--- config.mk ---
export PLATFORM = sky130hd
export DESIGN_NAME = seq_multiplier_8bit
export DESIGN_NICKNAME = d
export VERILOG_FILES = /design/src/rtl/seq_multiplier_8bit.sv
export SDC_FILE = /design/constraint.sdc
export NUM_CORES = 1
export LEC_CHECK = 0
export CAP_MARGIN = 20
export CORE_ASPECT_RATIO = 0.7
export CORE_MARGIN = 4
export CORE_UTILIZATION = 57
export DETAILED_ROUTE_END_ITERATION = 8
export PLACE_DENSITY = 0.83
export REMOVE_ABC_BUFFERS = 1
export SLEW_MARGIN = 40
export SYNTH_ARGS = -nofsm -noshare
export SYNTH_HDL_FRONTEND = slang
export SYNTH_SLANG_ARGS = --single-unit
--- constraint.sdc ---
create_clock -name clk -period 5.7 [get_ports clk]
set_input_delay 1.71 -clock clk [delete_from_list [all_inputs] [get_ports clk]]
set_output_delay 1.71 -clock clk [all_outputs]
set_load 0.01 [all_outputs]
--- src/rtl/seq_multiplier_8bit.sv ---
// Shift-and-add multiplier: start accepted in IDLE, product and a one-cycle done pulse WIDTH edges later.
// No backpressure; start is ignored while busy. Optional two's-complement mode via SIGNED_MULT_EN.
module seq_multiplier_8bit #(
  parameter int WIDTH = 8
) (
  input  logic               clk,
  input  logic               rst_n,
  input  logic               start,
  input  logic [WIDTH-1:0]   a,
  input  logic [WIDTH-1:0]   b,
  output logic               busy,
  output logic               done,
  output logic [2*WIDTH-1:0] product
);

  localparam int CW = (WIDTH > 1) ? $clog2(WIDTH) : 1;

  typedef enum logic [1:0] {
    IDLE = 2'd0,
    RUN  = 2'd1,
    DONE = 2'd2
  } state_t;

  state_t state, state_nxt;

  logic [WIDTH-1:0]   acc;
  logic [WIDTH-1:0]   mq;
  logic [WIDTH-1:0]   mcand;
  logic [CW-1:0]      count;
  logic               last_iter;
  logic [WIDTH:0]     sum;
  logic [WIDTH-1:0]   acc_shift;
  logic [WIDTH-1:0]   mq_shift;
  logic [2*WIDTH-1:0] raw_product;
  logic [2*WIDTH-1:0] final_product;
  logic [WIDTH-1:0]   op_a;
  logic [WIDTH-1:0]   op_b;

`ifdef SIGNED_MULT_EN
  logic sign;

  // Magnitudes go through the unsigned datapath; the most negative value maps to 2^(WIDTH-1).
  assign op_a          = a[WIDTH-1] ? -a : a;
  assign op_b          = b[WIDTH-1] ? -b : b;
  assign final_product = sign ? -raw_product : raw_product;

  always_ff @(posedge clk or negedge rst_n) begin
    if (!rst_n) begin
      sign <= 1'b0;
    end else if (state == IDLE && start) begin
      sign <= a[WIDTH-1] ^ b[WIDTH-1];
    end
  end
`else
  assign op_a          = a;
  assign op_b          = b;
  assign final_product = raw_product;
`endif

  // The add carries into bit WIDTH, which is shifted straight back into the accumulator MSB.
  assign sum         = {1'b0, acc} + (mq[0] ? {1'b0, mcand} : '0);
  assign acc_shift   = sum[WIDTH:1];
  assign mq_shift    = {sum[0], mq[WIDTH-1:1]};
  assign raw_product = {acc_shift, mq_shift};
  assign last_iter   = (count == CW'(WIDTH - 1));

  always_comb begin
    state_nxt = state;
    busy      = 1'b0;
    done      = 1'b0;
    case (state)
      IDLE: begin
        if (start) state_nxt = RUN;
      end
      RUN: begin
        busy = 1'b1;
        if (last_iter) state_nxt = DONE;
      end
      DONE: begin
        done      = 1'b1;
        state_nxt = IDLE;
      end
      default: state_nxt = IDLE;
    endcase
  end

  always_ff @(posedge clk or negedge rst_n) begin
    if (!rst_n) begin
      state <= IDLE;
    end else begin
      state <= state_nxt;
    end
  end

  always_ff @(posedge clk or negedge rst_n) begin
    if (!rst_n) begin
      acc     <= '0;
      mq      <= '0;
      mcand   <= '0;
      count   <= '0;
      product <= '0;
    end else begin
      case (state)
        IDLE: begin
          if (start) begin
            mcand <= op_a;
            mq    <= op_b;
            acc   <= '0;
            count <= '0;
          end
        end
        RUN: begin
          acc   <= acc_shift;
          mq    <= mq_shift;
          count <= count + CW'(1);
          if (last_iter) product <= final_product;
        end
        default: ;
      endcase
    end
  end

endmodule

### After elaboration in Yosys (flattened, before gate mapping)

Index checks and enable logic that the tools add are counted.

* register bits: 45
* input bits: 19
* output and inout bits: 18
* word-level logic and storage cells: 31

* add/subtract/negate cells: 2
* eq/ne operators: 5
* muxes and demuxes: 12
* reductions and logical operators: 6

Operators with widths (number)
* 8-bit one-hot mux with 2 select lines: 2
* 8-bit 2-to-1 mux: 3
* 8-bit by 8-bit adder with 9-bit output: 1
* 2-bit AND reduction: 4
* 3-bit one-hot mux with 2 select lines: 1
* 2-bit 2-to-1 mux: 2
* 2-bit != test, second input constant: 2
* 2-bit one-hot mux with 2 select lines: 1
* 3-bit by 1-bit adder with 3-bit output, second input constant: 1
* 3-bit equality test, second input constant: 1
* 3-bit 2-to-1 mux: 1
* 2-bit by 1-bit equality test with 1-bit output, second input constant: 1
* 2-bit equality test, second input constant: 1
* 2-bit zero test: 1
* 1-bit 2-to-1 mux: 2
* 2-bit nonzero test: 1

### Longest topological paths before layout

Gate-level depths: netlist (run 1).

* word-level depth: 3
* depth in mapped cells: 7
* mapped depth without buffers: 7

### Worst setup path before layout (run 1)

Ideal clock, no wire load.

* kind: input-to-reg
* start point: in start
* end point: reg mcand[0]
* library setup time: 0.125 ns
* arrival time: 2.541 ns
* required time: 5.575 ns
* slack: 3.034 ns
* stages on the path: 5
* path buffers: 2
* path through: nor2b_1 > buf_6 > and2b_1 > buf_6 > mux2_2

* cells in the longest elaborated chain, start to end: 1

Ends and longest elaborated chain
* start: declaration: line 8 `input logic start,`
* 2-bit AND reduction (no source line)
* end signal: assignment: line 106 `mcand <= op_a;`
* end: declaration: line 28 `logic [WIDTH-1:0] mcand;`

Every way passes these cells.
A chain may end at the register's enable or synchronous reset.

### Worst setup path in the final report (run 1)

* start point: reg state[0]
* end point: out busy

* cells in the longest elaborated chain, start to end: 2

Ends and longest elaborated chain
* start: declaration: line 24 `state_t state, state_nxt;`
* start signal: assignment: line 91 `state <= state_nxt;`
* 2-bit by 1-bit equality test with 1-bit output: line 71 `case (state)`
* 1-bit 2-to-1 mux: line 71
* end: declaration: line 11 `output logic busy,`

Every way passes these cells.

==> summary.md, run 1 <==
| Metric | Value |
|---|---|
| Result of the run | `complete, no violations` |
| Total congestion overflow | `0` |
| TritonCTS clock tree | `done` |
| Commonest non-fill, non-tap cell in the layout | `dfrtp_1` |
| Maximum buffer depth of the clock tree | `2` |
| Area of the multi-input gates | `1030 µm²` |
| Critical path buffers and inverters | `2` |
| PD cells | `520 nW/µm²` |
| Count of nets after finishing | `261` |
| Relative slew margins | `0.607` |
| Ports | `37` |
| Startpoint of the worst register-to-register path | `mq[0]` |
| Fin worst setup slack | `1790 ps` |
| Antenna-violating nets left | `0` |
| Initial core utilization | `0.616` |
| Area of the core | `3650 µm²` |
| Ratio of routed vias to standard cells | `5.76` |
| Critical path type | `flop to primary output` |
| CTS Hold Bufs | `0` |
| FF/Latch Area | `1130 µm²` |
| Commonest cells after routing, fill and taps aside | `45 x dfrtp_1, 35 x clkdlybuf4s50_1, 21 x o21ai_0, 17 x mux2_2, 17 x a21oi_1` |
| Fraction of layout cells with a size suffix above 1 | `0.134` |
| Sum of met3 wire segment lengths after detailed routing | `234 µm` |
| Pin count of the biggest net entering global routing | `46` |
| Largest voltage drop on the vdd net | `0.000304 V` |
| Number of buffers inserted by post-CTS setup repair | `0` |
| Fin crit share | `0.686` |
| Hold path cells | `2` |
| First-iteration detailed-routing DRC count | `95` |
| Post-synthesis sequential area ratio | `0.501` |
| Final number of hold-violating endpoints | `0` |
| M1 wire length | `2.29 mm` |
| Worst path slowest cell | `clkdlybuf4s50_1` |
| Power share of the combinational group | `0.449` |
| H-tree depth | `2` |
| Highest Signal Layer | `met4` |
| DRC viols | `0` |
| First-pass GRT wire length | `8.22 mm` |
| I/O Buffers | `36` |
| Later-pin clock latency in the skew report | `300 ps` |
| Gate Count Post-Synth | `198` |
| Sequential share of power | `0.415` |
| Leak Pwr | `1.19 nW` |
| Layout area overhead | `18.8%` |
| Sum of negative setup slack | `0 ps` |
| Clock transition time at the flip-flop clock pins of the worst setup and hold paths | `90 ps` |
| Largest area contributor in the synthesized netlist | `dfrtp_1` |
| Total number of clock tree sinks | `45` |
| Number of maximum-capacitance constraint violations | `0` |
| Warning count from the yosys run | `0` |
| Final setup viols | `0` |
| Synth Area per Inst | `11.3 µm²` |
| Worst-case register-to-register setup slack | `3260 ps` |
| Source of the worst hold timing path | `product[12]` |
| Cell variety after synth | `41` |
| Die width | `83.0 µm` |
| End of the worst register-to-register path | `product[15]` |
| Standard-cell rows | `18` |
| Async set-or-reset flop fraction in the synthesized netlist | `1.00` |
| Final critical path time including I/O delays and setup | `3910 ps` |
| Post-CTS sizing | `0` |
| Main flop type after synthesis | `dfrtp_1` |
| Data arrival at the endpoint of the critical path | `2200 ps` |
| Endpoint with the worst hold slack | `product[12]` |
| Number of flops mapped to enable cells by yosys | `0` |
| Via count of the first global-routing pass | `1680` |
| Req. time, crit path | `3990 ps` |
| Placement-stage worst setup slack | `1920 ps` |
| Last weighted congestion value of the routability-driven placer | `0.850` |
| RSZ-0062 raised after global routing | `no` |
| Switching power | `0.512 mW` |
| Diode count | `0` |
| Die H | `60.5 µm` |
| Half-perimeter wire length after placement | `3.40 mm` |
| Leading cell types by total area after synthesis | `dfrtp_1 50%, mux2_2 8.5%, ha_1 5.6%` |
| Relative contribution of the clock network to total power | `0.137` |
| Fmax | `0.256 GHz` |
| Number of vias in the routed layout | `1625` |
| Routed wire length per instance | `16.8 µm` |
| Transition time at the pin with the least slew margin | `587 ps` |
| Maximum fanout count along the critical path | `14` |
| Crit. End Element | `primary output` |
| Critical-path cell list | `nand2b_1 -> inv_2 -> clkdlybuf4s50_1` |
| Design internal power | `0.875 mW` |
| GRT Overall Usage | `0.211` |
| Antenna violations before repair | `0` |
| Post-synth design cell area | `2250 µm²` |
| CTS root buf | `clkbuf_8` |
| FF-to-FF path depth | `7` |
| Final Max Slew Viols | `0` |
| Switch share | `0.369` |
| Clock skew after layout | `10.5 ps` |
| Post-route design area | `2670 µm²` |
| Hold Crit Class | `flop to flop` |
| Die Footprint | `5020 µm²` |
| Launching element type of the critical path | `flop` |
| Post-Place Cell Area | `2590 µm²` |
| Delay of the slowest cell on the worst path | `600 ps` |
| Count of state elements after synthesis | `45` |
| Area fraction of the dominant cell type after synthesis | `0.501` |
| Number of buffers inserted during clock tree synthesis | `5` |
| Top delay family on crit path | `buffers and inverters` |
| Pre-Repair DR Iteration Count | `4` |
| Count of filler cells inserted in the layout | `265` |
| End-of-flow core utilization | `0.731` |
| Detail Route met2 WL | `2.16 mm` |
| Routed WL | `4.73 mm` |
==> worst min-delay path: stages, from the launching register on <==
cell	delay (ps)
dfrtp_1	350
nand2_1	40
o21ai_0	60
==> logic make-up after synthesis <==
logic type	count (synthesis)	synth area share
compound gates	61	0.168
xor+xnor	4	0.0156
flops	45	0.501
simple gates	48	0.124
fa+ha+maj	11	0.0646
mux	17	0.0852
buf+inv	12	0.0407
==> synthesized netlist by cell type, types with 7 or more instances <==
cell type / number
a22oi_1: 7
and2b_1: 8
o21ai_0: 21
nand2_1: 14
ha_1: 10
mux2_2: 17
a21oi_1: 17
and2_1: 9
dfrtp_1: 45
==> how the worst max path moves through the flow <==
stage / start / end / slack (ps) / cells after the start
floorplan: start / mcand[0] / 2850 / 3
global placement: start / mcand[0] / 2100 / 4
detailed placement: start / mcand[1] / 1920 / 4
CTS: state[0] / busy / 1830 / 3
global route: state[0] / busy / 1680 / 3
finish: state[0] / busy / 1790 / 3
==> layout make-up <==
cell class	instances	share of cell area
clock inverter	2	0.00375
clock buffer	6	0.0272
sequential	45	0.422
inverter	2	0.00281
tap	50	0.0234
multi-input combinational	141	0.387
timing repair buffer	36	0.134
==> power by group through the flow <==
stage	sequential [mW]	combinational [mW]	clock, mW
after CTS	0.574	0.626	0.191
after floorplan	0.576	0.362	0
after detailed placement	0.579	0.621	0
final	0.575	0.622	0.190
after global routing	0.595	0.684	0.211
after global placement	0.568	0.598	0
==> per-stage QoR <==
step,hold slack (ps),std cells,power [mW]
after floorplan,456,188,0.939
after global placement,464,274,1.17
after detailed placement,470,274,1.20
after CTS,489,282,1.39
after global routing,515,282,1.49
final,485,282,1.39
==> state kept, by name, indices dropped and copies added (netlist names) <==
signal	cells
product	16
acc	8
mcand	8
mq	8
count	3
state	2
==> per-layer routing <==
metal | vias up | track usage
met5 | - | 0
met4 | 0 | 0.0629
met3 | 4 | 0.0624
met2 | 45 | 0.342
met1 | 791 | 0.282
li1 | 785 | -
Power figures use the tool's default switching activity.
==> run 2: changes to the inputs <==
CORE_UTILIZATION = 48   (was 57)
PLACE_DENSITY = 0.74   (was 0.83)
clock period = 3.16 ns   (was 5.7 ns; I/O delays follow)
==> run 2 against run 1 <==
Net effect: die area grew 17%; first-iteration DRC count shrank 25%; flip-flop and latch count is the same; total power grew 82%; routed wire length shrank 3.3%; count of clock-buffer cells in the layout is the same; final cell count grew 2.5%; largest cell class unchanged.
==> summary.md, run 2 (synthesis results as in run 1) <==
| Metric | Value |
|---|---|
| Total number of clock tree sinks | `45 (unchanged)` |
| Number of cells on the critical path | `3 (unchanged)` |
| Pre-Repair DR Iteration Count | `5 (was 4)` |
| Standard-cell rows | `20 (was 18)` |
| Relative slew margins | `0.615 (was 0.607)` |
| Number of maximum-capacitance constraint violations | `0 (unchanged)` |
| DRC viols | `0 (unchanged)` |
| Clock transition time at the flip-flop clock pins of the worst setup and hold paths | `80 ps (was 90 ps)` |
| Switching power | `0.915 mW (was 0.512 mW)` |
| Hold path cells | `2 (unchanged)` |
| Routed WL | `4.58 mm (was 4.73 mm)` |
| Routed wire length per instance | `15.8 µm (was 16.8 µm)` |
| Via count of the first global-routing pass | `1596 (was 1680)` |
| Hold Crit Class | `flop to flop (unchanged)` |
| Half-perimeter wire length after placement | `3.34 mm (was 3.40 mm)` |
| I/O Buffers | `36 (unchanged)` |
| First-iteration detailed-routing DRC count | `71 (was 95)` |
| GRT Overall Usage | `0.167 (was 0.211)` |
| Total power after layout | `2.53 mW (was 1.39 mW)` |
| TritonCTS clock tree | `done (unchanged)` |
| Crit. End Element | `primary output (unchanged)` |
| Total congestion overflow | `0 (unchanged)` |
| Diode count | `0 (unchanged)` |
| Final setup viols | `0 (unchanged)` |
| Data arrival at the endpoint of the critical path | `1840 ps (was 2200 ps)` |
| Fin crit share | `0.882` |
| CTS Hold Bufs | `0 (unchanged)` |
| Critical-path cell list | `nand2b_1 -> inv_2 -> clkdlybuf4s50_1 (unchanged)` |
| Number of vias in the routed layout | `1579 (was 1625)` |
| Final critical path time including I/O delays and setup | `2790 ps` |
| Largest voltage drop on the vdd net | `0.000480 V (was 0.000304 V)` |
| Maximum fanout count along the critical path | `13 (was 14)` |
| RSZ-0062 raised after global routing | `no (unchanged)` |
| Smallest hold slack | `482 ps (was 485 ps)` |
| Placed cells | `282 (was 274)` |
| End-of-flow core utilization | `0.610 (was 0.731)` |
| Number of flip-flops under the largest register name | `16 (unchanged)` |
| Leak Pwr | `1.20 nW (was 1.19 nW)` |
| Count of nets after finishing | `264 (was 261)` |
| Critical path type | `flop to primary output (unchanged)` |
| Fmax | `0.359 GHz` |
| Commonest cells after routing, fill and taps aside | `45 x dfrtp_1, 35 x clkdlybuf4s50_1, 21 x o21ai_0, 17 x mux2_2, 17 x a21oi_1 (unchanged)` |
| H-tree depth | `2 (unchanged)` |
| FF-to-FF path depth | `7 (unchanged)` |
| Ports | `37 (unchanged)` |
| FF/Latch Area | `1130 µm² (unchanged)` |
| Most flops, register | `product (unchanged)` |
| Final number of hold-violating endpoints | `0 (unchanged)` |
| GR Util met3 | `0.0366 (was 0.0624)` |
| Maximum buffer depth of the clock tree | `2 (unchanged)` |
| Req. time, crit path | `2210 ps (was 3990 ps)` |
| Last weighted congestion value of the routability-driven placer | `0.840 (was 0.850)` |
| Pin count of the biggest net entering global routing | `46 (unchanged)` |
| Area of the multi-input gates | `1030 µm² (about the same)` |
| Number of buffers inserted by post-CTS setup repair | `0 (unchanged)` |
| Sum of negative setup slack | `0 ps (unchanged)` |
| Launching element type of the critical path | `flop (unchanged)` |
| Die width | `89.8 µm (was 83.0 µm)` |
| Startpoint of the worst register-to-register path | `mq[0] (unchanged)` |
| Final instance count without filler cells | `289 (was 282)` |
| Relative contribution of the clock network to total power | `0.141 (was 0.137)` |
| Later-pin clock latency in the skew report | `290 ps (was 300 ps)` |
| Fraction of layout cells with a size suffix above 1 | `0.141 (was 0.134)` |
| Power share of the combinational group | `0.448 (was 0.449)` |
| Sequential share of power | `0.412 (was 0.415)` |
| Design internal power | `1.61 mW (was 0.875 mW)` |
| End of the worst register-to-register path | `product[11] (was product[15])` |
| Worst path slowest cell | `clkdlybuf4s50_1 (unchanged)` |
| Post-Place Cell Area | `2610 µm² (was 2590 µm²)` |
| CP Capture Point | `busy (unchanged)` |
| Area of the core | `4430 µm² (was 3650 µm²)` |
| Antenna violations before repair | `0 (unchanged)` |
| Ratio of routed vias to standard cells | `5.46 (was 5.76)` |
| Count of filler cells inserted in the layout | `358 (was 265)` |
| Fin worst setup slack | `372 ps (was 1790 ps)` |
| Antenna-violating nets left | `0 (unchanged)` |
| Result of the run | `complete, no violations (unchanged)` |
| Layout area overhead | `20.3% (was 18.8%)` |
| Clock skew after layout | `3.39 ps (was 10.5 ps)` |
| GRT met2 Usage | `0.246 (was 0.342)` |
| Crit path launch | `state[1] (was state[0])` |
| Highest-utilization routing layer at the global route stage | `met1 (was met2)` |
| Placement-stage worst setup slack | `484 ps (was 1920 ps)` |
| Post-CTS sizing | `0 (unchanged)` |
| Number of buffers inserted during clock tree synthesis | `5 (unchanged)` |
| First-pass GRT wire length | `7.79 mm (was 8.22 mm)` |
| Commonest non-fill, non-tap cell in the layout | `dfrtp_1 (unchanged)` |
| Worst-case register-to-register setup slack | `740 ps (was 3260 ps)` |
| Post-route design area | `2700 µm² (was 2670 µm²)` |
| Transition time at the pin with the least slew margin | `575 ps (was 587 ps)` |
| Delay of the slowest cell on the worst path | `580 ps (was 600 ps)` |
| CTS root buf | `clkbuf_8 (unchanged)` |
| Die H | `65.2 µm (was 60.5 µm)` |
| Critical path buffers and inverters | `2 (unchanged)` |
| Die Footprint | `5850 µm² (was 5020 µm²)` |
| Met1 Usage GRT | `0.247 (was 0.282)` |
| PD cells | `935 nW/µm² (was 520 nW/µm²)` |
| Final Max Slew Viols | `0 (unchanged)` |
| Top delay family on crit path | `buffers and inverters (unchanged)` |
| Initial core utilization | `0.507 (was 0.616)` |
| Switch share | `0.362 (was 0.369)` |
## run 2: cell types whose count changed in the layout (fill, tap and decap cells not counted), sizes merged
cell | previous run | this run
clkinvlp | 0 | 1
buf | 1 | 4
clkinv | 2 | 0
## run 2: layer usage
metal	part of all wire	up-vias
met3	0.046	9
met1	0.53	751
met2	0.41	31
li1	-	788
met4	0.014	0
met5	0	-
## run 2: cell type report
cell class | count | area share
clock buffers | 6 | 0.0306
clock inverters | 1 | 0.00278
inverters | 2 | 0.00278
multi-input cells | 141 | 0.381
flip-flops and latches | 45 | 0.417
well taps | 55 | 0.0255
repair buffers | 39 | 0.141
## run 2: worst reg2reg max path, stage by stage, from the launching register on
cell and delay (ps):
dfrtp_1 480, and2_1 190, ha_1 230, fa_1 420, a21o_2 220, a21oi_1 420
xor2_1 230, o21ai_0 90
## run 2: how the worst min path moves through the flow
stage	startpoint	to
global placement	product[11]	product[11]
floorplan	acc[2]	acc[2]
finish	product[10]	product[10]
CTS	product[9]	product[9]
global route	product[10]	product[10]
detailed placement	product[9]	product[9]
## run 2: power by group through the flow
stage	combinational [mW]	clock (mW)	sequential [mW]
floorplan	0.654	0	1.04
global route	1.25	0.386	1.08
CTS	1.14	0.362	1.04
global placement	1.11	0	1.04
detailed placement	1.13	0	1.05
finish	1.13	0.355	1.04
